<file path="src/rtl/serial_parity_rx.sv">
// ============================================================================
//  Module   : serial_parity_rx
//  Brief    : LSB-first serial word receiver with trailing XOR parity check.
//             Optional parity-error counter: define PARITY_ERR_COUNT_EN.
//  Revision : 1.0
// ============================================================================
`default_nettype none

module serial_parity_rx #(
   parameter int DATA_BITS  = 8,
   parameter bit ODD_PARITY = 1'b0
) (
   input  logic                 clk,
   input  logic                 rst,
   input  logic                 bit_in,
   input  logic                 bit_valid,
   input  logic                 sof,
   output logic [DATA_BITS-1:0] data_out,
   output logic                 parity_err,
   output logic                 frame_valid,
   output logic                 busy,
   output logic [7:0]           err_count
);

   localparam int CNT_W = (DATA_BITS < 2) ? 1 : $clog2(DATA_BITS + 1);
   localparam logic [CNT_W-1:0] LAST_CNT = CNT_W'(DATA_BITS);

   typedef enum logic [1:0] {
      S_IDLE   = 2'd0,
      S_DATA   = 2'd1,
      S_PARITY = 2'd2
   } state_t;

   state_t               state_q;
   logic [CNT_W-1:0]     cnt_q;
   logic [CNT_W-1:0]     cnt_d;
   logic [DATA_BITS-1:0] shift_q;
   logic [DATA_BITS-1:0] shift_d;
   logic                 acc_q;
   logic [DATA_BITS-1:0] data_q;
   logic                 perr_q;
   logic                 perr_d;
   logic                 fv_q;
   logic                 par_take;

   // Shift register is cleared at sof, so OR-ing the new bit in is enough.
   always_comb begin
      shift_d  = shift_q | (DATA_BITS'(bit_in) << cnt_q);
      cnt_d    = cnt_q + CNT_W'(1);
      perr_d   = acc_q ^ bit_in ^ ODD_PARITY;
      par_take = bit_valid && !sof && (state_q == S_PARITY);
   end

   always_ff @(posedge clk) begin
      if (rst) begin
         state_q <= S_IDLE;
         cnt_q   <= '0;
         shift_q <= '0;
         acc_q   <= 1'b0;
         data_q  <= '0;
         perr_q  <= 1'b0;
         fv_q    <= 1'b0;
      end else begin
         fv_q <= 1'b0;
         if (bit_valid) begin
            if (sof) begin
               // sof restarts from any state; an interrupted frame is dropped.
               shift_q <= DATA_BITS'(bit_in);
               acc_q   <= bit_in;
               cnt_q   <= CNT_W'(1);
               state_q <= (DATA_BITS == 1) ? S_PARITY : S_DATA;
            end else begin
               case (state_q)
                  S_DATA: begin
                     shift_q <= shift_d;
                     acc_q   <= acc_q ^ bit_in;
                     cnt_q   <= cnt_d;
                     if (cnt_d == LAST_CNT) begin
                        state_q <= S_PARITY;
                     end
                  end
                  S_PARITY: begin
                     data_q  <= shift_q;
                     perr_q  <= perr_d;
                     fv_q    <= 1'b1;
                     cnt_q   <= '0;
                     state_q <= S_IDLE;
                  end
                  default: begin
                  end
               endcase
            end
         end
      end
   end

   assign data_out    = data_q;
   assign parity_err  = perr_q;
   assign frame_valid = fv_q;
   assign busy        = (state_q != S_IDLE);

`ifdef PARITY_ERR_COUNT_EN
   logic [7:0] errcnt_q;

   always_ff @(posedge clk) begin
      if (rst) begin
         errcnt_q <= 8'd0;
      end else if (par_take && perr_d && (errcnt_q != 8'hFF)) begin
         errcnt_q <= errcnt_q + 8'd1;
      end
   end

   assign err_count = errcnt_q;
`else
   assign err_count = 8'd0;
`endif

endmodule

`default_nettype wire

</file>
<file path="config.mk">
export PLATFORM = sky130hd
export DESIGN_NAME = serial_parity_rx
export DESIGN_NICKNAME = d
export VERILOG_FILES = /design/src/rtl/serial_parity_rx.sv
export SDC_FILE = /design/constraint.sdc
export NUM_CORES = 1
export LEC_CHECK = 0
export CAP_MARGIN = 20
export CORE_MARGIN = 2
export CORE_UTILIZATION = 25
export CTS_BUF_LIST = sky130_fd_sc_hd__clkbuf_16
export DETAILED_ROUTE_END_ITERATION = 10
export GPL_ROUTABILITY_DRIVEN = 0
export HOLD_SLACK_MARGIN = 0.08
export PLACE_DENSITY = 0.54
export SLEW_MARGIN = 5
export SYNTH_ARGS = -nofsm -noshare
export SYNTH_HDL_FRONTEND = slang
export SYNTH_SLANG_ARGS = --single-unit
</file>
<file path="constraint.sdc">
create_clock -name clk -period 1.9 [get_ports clk]
set_input_delay 0.19 -clock clk [delete_from_list [all_inputs] [get_ports clk]]
set_output_delay 0.19 -clock clk [all_outputs]
set_load 0.01 [all_outputs]
</file>
Word-level counts from Yosys, hierarchy flattened
Index checks and enable logic that the tools add are counted.
{"block": "totals", "register_bits": 25, "in_bits": 5, "word_cells": 35}
{"block": "classes", "addsub": 1, "n_eq_ne": 4, "n_shift": 1, "n_mux": 10, "n_bitwise": 4, "reduce_logical": 8}
{"op": "two-way mux 8 bit", "count": 2}
{"op": "bitwise OR 8 bit", "count": 1}
{"op": "one-hot mux 4 bit (2 select lines)", "count": 1}
{"op": "left shift 1 x 4 -> 8 bit", "count": 1}
{"op": "AND reduction 3 bit", "count": 2}
{"op": "adder 4 x 1 -> 4 bit (second input constant)", "count": 1}
{"op": "equality test 4 bit (second input constant)", "count": 1}
{"op": "two-way mux 2 bit", "count": 2}
{"op": "two-way mux 4 bit", "count": 1}
{"op": "one-hot mux 2 bit (2 select lines)", "count": 1}
{"op": "AND reduction 2 bit", "count": 2}
{"op": "nonzero test 2 bit", "count": 2}
{"op": "two-way mux 1 bit", "count": 3}
{"op": "!= test 3 bit (second input constant)", "count": 1}
{"op": "nonzero test 3 bit", "count": 1}
{"op": "OR reduction 3 bit", "count": 1}
{"op": "equality test 2 x 1 -> 1 bit (second input constant)", "count": 1}
{"op": "equality test 2 bit (second input constant)", "count": 1}
{"op": "NOT 1 bit", "count": 2}
{"op": "bitwise XOR 1 bit", "count": 1}

Depth between registers and ports, before layout
{"block": "depth", "ltp_word": 5, "depth_mapped": 6, "ltp_nobuf": 4}

Worst setup path before layout
OpenSTA, ideal clock, no wires.
{"block": "synth_timing", "path_kind": "reg-to-reg", "from": "register state_q[1]", "to": "register state_q[0]", "arrival_ns": 1.208, "path_slack_ns": 0.625, "stages_incl_launch_ff": 5, "synth_period_minus_slack_ns": 1.275, "path_cell_list": "dfxtp_1 > and2b_4 > a311o_1 > a31o_1 > a21oi_2"}
{"block": "synth_via", "elab_chain_len": 3, "elab_cells_between_ends": 7, "classes_between": "3 x eq/ne; 2 x mux; 2 x reduce/logical"}
{"item": "start, declared", "line_no": "34", "source": "state_t state_q;"}
{"item": "start signal, assigned", "line_no": "71", "source": "state_q <= (DATA_BITS == 1) ? S_PARITY : S_DATA;"}
{"item": "equality test 2 x 1 -> 1 bit / equality test 2 bit (equally long branches)", "line_no": "73", "source": "case (state_q)"}
{"item": "!= test 3 bit (no line) (tied with other cells)"}
{"item": "AND reduction 3 bit (no line) / two-way mux 2 bit (equally long branches)"}
Parallel ways exist; a longest one is shown, timed or not.
A chain may end at the register's enable or synchronous reset.

Final worst setup path
{"block": "layout_timing", "from": "register state_q[0]", "to": "output port busy"}
{"block": "layout_via", "elab_chain_len": 1}
{"item": "nonzero test 2 bit", "line_no": "100", "source": "assign busy = (state_q != S_IDLE);"}
{"item": "end, declared", "line_no": "21", "source": "output logic busy,"}
No other way between the ends.

==> reports/qor.yml <==
global_route:
  grt_usage_pct: 9.035
  grt_max_degree: 18
  grt_first_pass_wirelength_um: 3726
  antenna_found_initial: 0
  globalRouteOverflowTotal: 0
  grt_pass1_vias: 874
timing:
  hold_violations: 0
  max_freq_mhz: 648.5
  layout_min_cycle_time_ns: 1.542
  finalClockSkew_ns: 0.004463
  setup_violations: 0
  fin_tns_setup_ns: 0
  hold_ws_ns: 0.4483
  fin_crit_sh_pct: 81.16
  drv_slew: 0
  rsz0062_at_grt: "no"
floorplanning:
  io_pins: 24
  start_util_pct: 26.03
  fp.dieArea_um2: 5121
  die_h_um: 71.56
  dieWidth_um: 71.56
  coreArea_um2: 4384
  rows: 24
logic_synthesis:
  syn-instance-count: 139
  synth-edff-count: 0
  syn_area_per_cell_um2: 8.209
  ys_async_sr_fraction_pct: 0
  synth-seq-cells: 25
  yosys.cell_types.count: 38
  synthTopCellsByArea: "dfxtp_1 (44%), nand2_1 (9.2%), a21oi_1 (5.3%), buf_4 (5.3%), nor2_1 (2.6%)"
  synth_xor_xnor_area_share_pct: 2.303
  ys.flop_type: "dfxtp_1"
  synth_fa_ha_area_share_pct: 1.096
  yosysTopAreaCellShare_pct: 43.86
  yosysTopAreaCell: "dfxtp_1"
  syn_area_um2: 1141
  synth_top_family_by_area: "simple AND/OR/NAND/NOR gates"
  yosysSeqAreaShare_pct: 43.86
  synthSimpleGateAreaFrac_pct: 21.38
  muxShareOfSynthArea_pct: 0.8772
  synth_compound_area_share_pct: 20.07
  yosysWarnings: 0
routing:
  drc: 0
  via_per_inst: 4.585
  drt_iter0_drc: 27
  vias: 940
  dr.pass1.iters: 4
  post_drt_wl_per_cell_um: 10.94
  drt.antenna.violating_nets: 0
  routed_wl_um: 2243
final_layout:
  ff_latch_area_um2: 500.5
  final.fill_count: 470
  n_antenna_cell: 0
  drive_gt1_share_pct: 7.843
  area_growth_pct: 22.26
  layout.cells.most_common: "nand2_1"
  fin_nets: 160
  final_cell_mix: "nand2_1 (28), dfxtp_1 (25), clkdlybuf4s50_1 (15)"
  multiInputGateArea_um2: 551.8
  stdcell_count: 205
clock_network:
  cts_tree: "done"
  cts_made_buffers: 3
  cts_resized: 0
  cts_sinks: 25
  ctsHtreeMaxLevel: 1
  clk_pin_slew_ns: 0.06
  root_buffer: "clkbuf_16"
  max-clock-path-buffers: 2
  clk_latency_ns: 0.26
  postCtsSetupRepairBufs: 0
  cts_hold_buf: 0
min_path:
  hold_path_class: "reg2reg"
worst_setup_path:
  worstPathMaxFanout: 6
  crit_type: "reg2out"
  critical_path.cell_chain: "inv_1 -> nand2_1 -> clkdlybuf4s50_1"
  start_kind: "flip-flop"
  cp_slowest_stage_delay_ns: 0.54
  rr_endpoint: "parity_err"
  cp.arrival_ns: 1.35
  critical_path.endpoint: "busy"
  cp-end-kind: "primary output"
  slowest_stage: "clkdlybuf4s50_1"
  crit_start: "state_q[0]"
  rr_startpoint: "state_q[1]"
  required_ns: 1.71
  reg2reg_slack_ns: 0.36
  rr_worst_depth: 4
place:
  placedCellCount: 201
  io_buffers: 15
  dp_hpwl_um: 1682
job:
  cap_violations: 0
power:
  pwr_density_cell_nw_per_um2: 803.7
  p_leak_nw: 0.4924
  ir_drop_mv: 0.3236
status:
  status: "completed"
## worst min path at each step
stage | depth (start not counted) | start | slack, ns | to
floorplan | 2 | sof | 0.39 | state_q[0]
finish | 2 | shift_q[1] | 0.45 | shift_q[1]
CTS | 2 | shift_q[1] | 0.45 | shift_q[1]
global route | 2 | shift_q[5] | 0.47 | shift_q[5]
global placement | 2 | shift_q[1] | 0.44 | shift_q[1]
detailed placement | 2 | shift_q[3] | 0.44 | shift_q[3]
## power by group
group          internal [W]  switching (W)  total [W]  leakage (nW)
logic             0.0000460      0.0000591   0.000105         0.253
clock network      0.000286       0.000185   0.000470        0.0371
registers          0.000533      0.0000125   0.000546         0.202
total              0.000865       0.000256    0.00112         0.492
## sequential cells by signal (all words and copies together) (netlist names)
register,flops
acc_q,1
cnt_q,4
data_out,8
frame_valid,1
parity_err,1
shift_q,8
state_q,2
## per-stage QoR
stage,cell area (um^2),total power [W],setup slack [ns],utilization (%)
final,1395,0.001121,0.3580,31.82
after floorplan,1167,0.0006408,0.6253,-
after CTS,1395,0.001136,0.3218,31.82
after global routing,1395,0.001170,0.1405,31.82
after detailed placement,1313,0.0006626,0.2333,29.94
after global placement,1313,0.0006595,0.2887,29.94
## critical path, delay by kind of cell (launching register included)
kind	cells	cell delay, ns
AND/OR/NAND/NOR	1	0.07
flip-flops	1	0.40
buffers and inverters	2	0.63
## area by class of cell
type / instances / area share, %
clock buffers: 3 / 5.381
flip-flops and latches: 25 / 35.87
multi-input cells: 102 / 39.55
inverters: 2 / 0.5381
well taps: 52 / 4.664
repair buffers: 20 / 13.45
clock inverters: 1 / 0.5381
## kinds of logic after synthesis
| family | count (synthesis) |
|---|---|
| and+or+nand+nor | 53 |
| AOI/OAI and AO/OA | 36 |
| DFF | 25 |
| buffers and inverters | 19 |
| xor gates and xnor gates | 3 |
| adders and majority gates | 1 |
| other | 1 |
| muxes | 1 |
## synth_stat cells (all sizes together) (2+ instances only)
| cell | number |
|---|---|
| a21oi | 14 |
| nor2b | 2 |
| nand3b | 2 |
| o21a | 2 |
| nand4 | 2 |
| o21ai | 8 |
| buf | 14 |
| nand2 | 28 |
| nor2 | 8 |
| nand3 | 3 |
| or3 | 2 |
| o211ai | 3 |
| xnor2 | 2 |
| clkbuf | 3 |
| dfxtp | 25 |
| o21bai | 2 |
| inv | 2 |
## routing by layer
layer  vias up  track usage [%]  part of all wire, %
met5         -                0                    0
met4         0            2.516                 0.62
met3         2            2.532                  4.4
met2        18            16.67                   50
met1       428            10.09                   44
li1        492                -                    -
Note: power is estimated with default switching activity, not from simulation.
